--- src/rtl/nonce_fifo.sv ---
// Solution FIFO: stores {unit, nonce} records and reads them out bytewise.
// Optional macro NONCE_FIFO_DEDUP_EN drops a repeat of the last accepted push.
module nonce_fifo #(
  parameter int DEPTH  = 4,
  parameter int UNIT_W = 4
) (
  input  logic                     M1_CLK,
  input  logic                     RST_N,
  input  logic                     sol_valid,
  input  logic [31:0]              sol_nonce,
  input  logic [UNIT_W-1:0]        sol_unit,
  input  logic                     rd_byte_strobe,
  input  logic                     rd_clear,
  output logic [7:0]               rd_data,
  output logic [$clog2(DEPTH):0]   count,
  output logic                     overflow,
  output logic                     irq
);

  localparam int AW = $clog2(DEPTH);

  logic [7:0]    mem_unit  [DEPTH];
  logic [31:0]   mem_nonce [DEPTH];
  logic [AW-1:0] wr_ptr;
  logic [AW-1:0] rd_ptr;
  logic [2:0]    idx;
  logic          not_empty;
  logic          full;
  logic          pop;
  logic          dup;
  logic          push;
  logic          drop;

  assign not_empty = count != '0;
  assign full      = count == (AW+1)'(DEPTH);
  assign pop       = rd_byte_strobe & not_empty & (idx == 3'd4);
  assign push      = sol_valid & ~dup & (~full | pop);
  assign drop      = sol_valid & ~dup & full & ~pop;

`ifdef NONCE_FIFO_DEDUP_EN
  logic              last_vld;
  logic [UNIT_W+31:0] last;

  assign dup = last_vld && (last == {sol_unit, sol_nonce});

  always_ff @(posedge M1_CLK) begin
    if (!RST_N || rd_clear) begin
      last_vld <= 1'b0;
      last     <= '0;
    end else if (push) begin
      last_vld <= 1'b1;
      last     <= {sol_unit, sol_nonce};
    end
  end
`else
  assign dup = 1'b0;
`endif

  // Storage is not reset; only the pointers and count qualify it.
  always_ff @(posedge M1_CLK) begin
    if (RST_N && !rd_clear && push) begin
      mem_unit[wr_ptr]  <= 8'(sol_unit);
      mem_nonce[wr_ptr] <= sol_nonce;
    end
  end

  always_ff @(posedge M1_CLK) begin
    if (!RST_N) begin
      count    <= '0;
      idx      <= '0;
      wr_ptr   <= '0;
      rd_ptr   <= '0;
      overflow <= 1'b0;
      irq      <= 1'b0;
    end else begin
      irq <= not_empty | overflow;
      if (rd_clear) begin
        count    <= '0;
        idx      <= '0;
        wr_ptr   <= '0;
        rd_ptr   <= '0;
        overflow <= 1'b0;
      end else begin
        if (rd_byte_strobe && not_empty)
          idx <= (idx == 3'd4) ? 3'd0 : idx + 3'd1;
        if (pop)
          rd_ptr <= rd_ptr + 1'b1;
        if (push)
          wr_ptr <= wr_ptr + 1'b1;
        if (drop)
          overflow <= 1'b1;
        if (push && !pop)
          count <= count + 1'b1;
        else if (pop && !push)
          count <= count - 1'b1;
      end
    end
  end

  always_comb begin
    rd_data = 8'h00;
    if (not_empty) begin
      unique case (idx)
        3'd0:    rd_data = mem_unit[rd_ptr];
        3'd1:    rd_data = mem_nonce[rd_ptr][7:0];
        3'd2:    rd_data = mem_nonce[rd_ptr][15:8];
        3'd3:    rd_data = mem_nonce[rd_ptr][23:16];
        3'd4:    rd_data = mem_nonce[rd_ptr][31:24];
        default: rd_data = 8'h00;
      endcase
    end
  end

endmodule

--- config.mk ---
export PLATFORM = sky130hd
export DESIGN_NAME = nonce_fifo
export DESIGN_NICKNAME = d
export VERILOG_FILES = /design/src/rtl/nonce_fifo.sv
export SDC_FILE = /design/constraint.sdc
export NUM_CORES = 1
export LEC_CHECK = 0
export CELL_PAD_IN_SITES_DETAIL_PLACEMENT = 0
export CELL_PAD_IN_SITES_GLOBAL_PLACEMENT = 1
export CORE_UTILIZATION = 49
export DETAILED_ROUTE_END_ITERATION = 10
export GPL_TIMING_DRIVEN = 0
export PLACE_DENSITY = 0.83
export REMOVE_ABC_BUFFERS = 1
export SYNTH_ARGS = -nofsm -noshare
export SYNTH_HDL_FRONTEND = slang
export SYNTH_SLANG_ARGS = --single-unit
--- constraint.sdc ---
create_clock -name M1_CLK -period 3.2 [get_ports M1_CLK]
set_input_delay 0.64 -clock M1_CLK [delete_from_list [all_inputs] [get_ports M1_CLK]]
set_output_delay 0.64 -clock M1_CLK [all_outputs]
set_load 0.02 [all_outputs]
# Word level (Yosys, flattened, before mapping)
# Memory sizes are Yosys's and may differ from the RTL's. A register that Yosys moved wholly into a read port is not among the register bits.
# Cells that the tools add are included.
[word_totals]
regBits = 12
ram_bits = 144
inputBits = 41
output_inout_bits = 13
word_cells = 51
mem_count = 2
[memory_table]
columns = ["memory", "words", "word_bits", "read_ports", "rd_clocked_by_memory_dff", "write_ports", "line_no", "source"]
rows = [
  ["mem_nonce", 4, 32, 1, 1, 1, "23", "logic [31:0] mem_nonce [DEPTH];"],
  ["mem_unit", 4, 4, 1, 1, 1, "22", "logic [7:0] mem_unit [DEPTH];"],
]
[op_classes]
n_addsub = 5
n_eq_ne = 5
mux = 11
n_bitwise = 10
reduce_logical = 12
[ops]
columns = ["op", "n"]
rows = [
  ["$pmux 8 s5", 1],
  ["$mux 3", 3],
  ["$mux 2", 4],
  ["$mux 8", 1],
  ["$add 3x1->3 const B", 2],
  ["$eq 3x2->1 const B", 2],
  ["$eq 3x3->1 const B", 2],
  ["$and 1x1->1", 5],
  ["$logic_and 1x1->1", 5],
  ["$add 2x1->2 const B", 2],
  ["$eq 3x1->1 const B", 1],
  ["$logic_not 1->1", 3],
  ["$logic_not 3->1", 1],
  ["$not 1->1", 3],
  ["$reduce_bool 3->1", 1],
  ["$sub 3x1->3 const B", 1],
  ["$mux 1", 2],
  ["$or 1x1->1", 2],
  ["$reduce_bool 2->1", 1],
  ["$reduce_or 2->1", 1],
]

# Logic depth before layout (Yosys ltp)
[depth]
word_depth = 9
ltp_mapped = 11
depth_no_buf = 10

# Worst setup path after synthesis
# No wires, ideal clock.
[synth_path]
kind = "register to register"
startpoint = "register idx[0]"
endpoint = "memory mem_nonce[0][0] (enable)"
setup_time_ns = 0.397
arrival_ns = 2.082
t_required_ns = 2.803
path_slack_ns = 0.721
path_stages_with_launch = 6
n_path_buf = 0
period_less_slack_ns = 2.479
path_cell_list = "dfxtp_1 inv_1 ha_1 nand3_1 a31oi_2 and3_1"
[synth_between]
elab_chain_cells = 7
[synth_lines]
columns = ["element", "line_no", "source"]
rows = [
  ["start: declaration", "26", "logic [2:0] idx;"],
  ["start signal: assignment", "85", "idx <= (idx == 3'd4) ? 3'd0 : idx + 3'd1;"],
  ["$eq 3x3->1", "36", "assign pop = rd_byte_strobe & not_empty & (idx == 3'd4);"],
  ["$and 1x1->1", "36", ""],
  ["$or 1x1->1", "37", "assign push = sol_valid & ~dup & (~full | pop);"],
  ["$and 1x1->1", "37", ""],
  ["via push", "31", "logic push;"],
  ["$logic_and 1x1->1", "61", "if (RST_N && !rd_clear && push) begin"],
  ["$mux 1", "61", ""],
  ["$mux 1 (implied by the code)", "63", "mem_nonce[wr_ptr] <= sol_nonce;"],
  ["end: declaration", "23", ""],
]
# The timed path passes the listed nets, and every way through them passes these cells.

==> metrics.yaml <==
finish:
  finish.instance_area_sq_um: 7700
  layoutNonFillerInstCount: 588
  syn2layout_area_growth_pct: 23.6
  fraction_of_layout_cells_with_a_size_suffix_above_1_pct: 16.4
  antenna_cells: 0
  finalNetCount: 460
logic_synthesis:
  synthesis.area_per_instance_sq_um: 18.3
  synth-warning-count: 0
  synth-seq-area-share_pct: 73.9
  most_common_cell_in_the_synthesized_netlist: "edfxtp_1"
  asyncSetResetFlopFracSynth_pct: 0
  synth-seq-cells: 158
  synth_top_area_share_pct: 69.4
  yosys_most_used_dff: "edfxtp_1"
  yosys.cell_types.count: 36
  netlist_top_cells_count: "edfxtp_1 (144), mux2i_1 (34), mux4_2 (19)"
  synth_area_leaders: "edfxtp_1 (69%), mux4_2 (6.9%), mux2i_1 (5.5%), dfxtp_1 (4.5%), ha_1 (2.0%)"
  number_of_enable_flip_flop_cells_after_synthesis: 144
  netlist.top_cell.by_area: "edfxtp_1"
  synth_area_sq_um: 6230
  netlist_instances: 340
worst_setup_path:
  reg2reg_to: "count[2]"
  timing.critical_path.required_ps: 2560
  reg2regPathDepth: 10
  crit_arrival_ps: 2450
  peak_fanout_along_the_critical_path: 26
  reg2reg_from: "idx[0]"
  timing_worst_setup_path_type: "register to output port"
  cp-end-kind: "output port"
  r2r_slack_ps: 370
  worst_setup_path_start_kind: "register"
detailed_routing:
  maxUsedRoutingLayer: "met4"
  firstDrtPassIters: 4
  drt-initial-drc-count: 250
  wl_met3_microns: 616
  via_count: 3274
  m1WireLength_microns: 5210
  route.detailed.wl_per_inst_microns: 20.6
  antenna_violating_nets_post_route: 0
  routed-wl-met2_microns: 6040
  routed_wl_microns: 12100
  drt_drc_violations_left: 0
  viasPerCell: 5.57
sta:
  report.final.slew_viol_count: 0
  final.setup_skew_ps: 8.66
  hold_viol: 0
  rsz0062_at_grt: "false"
  postLayoutSetupSlackWorst_ps: 112
  layout_min_cycle_time_ps: 3090
  worst_pin_slew_ps: 599
  fmax_mhz: 324
  final_number_of_setup_violating_endpoints: 0
  final_min_period_over_clock_period_pct: 96.5
  timing.slew.headroom_pct: 60.1
  totalNegativeSetupSlack_ps: 0
die:
  initial_core_util_pct: 51.0
  core.rowCount: 40
  core_area_sq_um: 12200
  design.die.area_sq_um: 13200
  fp.dieH_microns: 115
  chipWidth_microns: 115
  boundaryPins: 54
clocking:
  h-tree-depth: 4
  clk_pin_slew_worst_paths_ps: 60
  tritoncts.num_buffers: 17
  clkLatencyLatePin_ps: 420
  tritoncts: "built"
  cts_sinks: 158
  clock_path_buffers: 2
  cts_root_buf: "clkbuf_16"
  cts_hold_buf: 0
placement:
  dpl.cell_count: 553
  detailed_place_hpwl_microns: 7230
  dp_slack_ps: 31.1
  io_buffers: 53
  routabilityCongestion: 0.724
  placed_cell_area_sq_um: 7030
hold_path:
  holdCritPathClass: "register to register"
  min_from: "overflow"
  whs_path_depth: 1
  hold_end: "irq"
power_and_ir_drop:
  vdd.ir_drop.worst_v: 0.000410
  leakage_nw: 2.49
  p_per_area_nw_per_um2: 576
  fin_total_pwr_mw: 4.44
job:
  max_cap_violations: 0
global_routing:
  grt_first_pass_wirelength_microns: 19100
  grt_usage_pct: 20.7
  antenna_found_initial: 0
  grt_start_max_net_pins: 27
  grt_remaining_overflow: 0
  grt_pass1_vias: 3448
status:
  result_of_the_run: "finished, final reports clean"
[metal layers]
layer  up-vias  track usage (%)
met3        20             6.43
met5         -                0
met2        88             33.6
met4         0             7.79
met1      1657             26.6
li1       1509                -
[state kept, by name, indices dropped and copies added, names as in the netlist, named ones only]
register   count
count          3
idx            3
irq            1
mem_nonce    128
mem_unit      16
overflow       1
rd_ptr         2
wr_ptr         2
[power breakdown]
group	internal (mW)	switching, mW	leakage (nW)
clock network	1.22	0.753	0.273
registers	2.27	0.0106	1.42
logic	0.0862	0.0907	0.796
[worst max-delay path, cell delays in order (launching register included)]
cell,delay (ps)
dfxtp_4,560
buf_12,250
mux4_2,340
a22oi_1,190
a21oi_1,90
clkdlybuf4s50_1,550
[final cells by class]
class | instances | area [sq um]
fillers | 900 | 4510
multi-input cells | 162 | 1550
inverters | 7 | 26.3
repair buffers | 62 | 714
clock buffers | 21 | 440
flip-flops and latches | 158 | 4620
clock inverters | 10 | 139
well taps | 168 | 210
[repair_timing]
| item | 4_1_cts | 5_1_grt |
|---|---|---|
| gates cloned | 0 | 0 |
| endpoints found under the setup margin | 8 | 7 |
| gates resized for setup | 9 | 13 |
| buffers inserted | 4 | 0 |
[placed cells by master, fill, tap and decap left out, types with 2 or more instances in the layout]
cell type        synthesis  layout
dfxtp_4                  0       3
clkbuf_16                0      17
inv_6                    0       2
edfxtp_1               144     144
mux4_2                  19      19
or3_1                    2       2
inv_1                    7       7
nand2_1                  6       6
ha_1                    10       8
xor2_1                   4       4
nor3_1                   3       3
dlymetal6s2s_1           0       4
dfxtp_1                 14      11
ha_2                     0       2
mux2i_1                 34      34
clkbuf_1                 2       4
nor2_1                  13      13
buf_4                    2       2
clkinvlp_4               0       2
nand4_1                  5       5
and3_2                   0       4
nand3_1                  7       7
clkinv_1                 0       2
a22oi_1                 12      12
clkdlybuf4s50_1          0      46
nor2b_1                  5       3
buf_12                   0       2
bufinv_16                0       3
o22ai_1                  8       8
a211oi_1                 4       3
nand2b_1                 2       2
a21oi_1                 12      12
buf_16                   0       4
[kinds of logic after synthesis]
family	after synthesis	synth area share [%]
xor+xnor	5	0.703
buf+inv	20	1.71
mux	54	12.8
compound gates	42	4.44
fa+ha+maj	11	2.33
flops	158	73.9
simple gates	50	4.12
[worst max-delay path by stage]
stage,to,slack [ps],depth (start not counted)
2_1_floorplan,rd_data[4],-60,3
3_3_place_gp,rd_data[0],-1470,4
3_5_place_dp,count[2],30,9
4_1_cts,rd_data[1],-180,7
5_1_grt,rd_data[3],10,7
6_report,rd_data[5],110,5
[metrics by stage]
step,hold slack (ps),util (%)
after floorplan,469,-
after global placement,485,56.4
after detailed placement,486,57.6
after CTS,503,62.8
after global routing,537,63.1
final,497,63.1
Note: power is estimated with default switching activity, not from simulation.
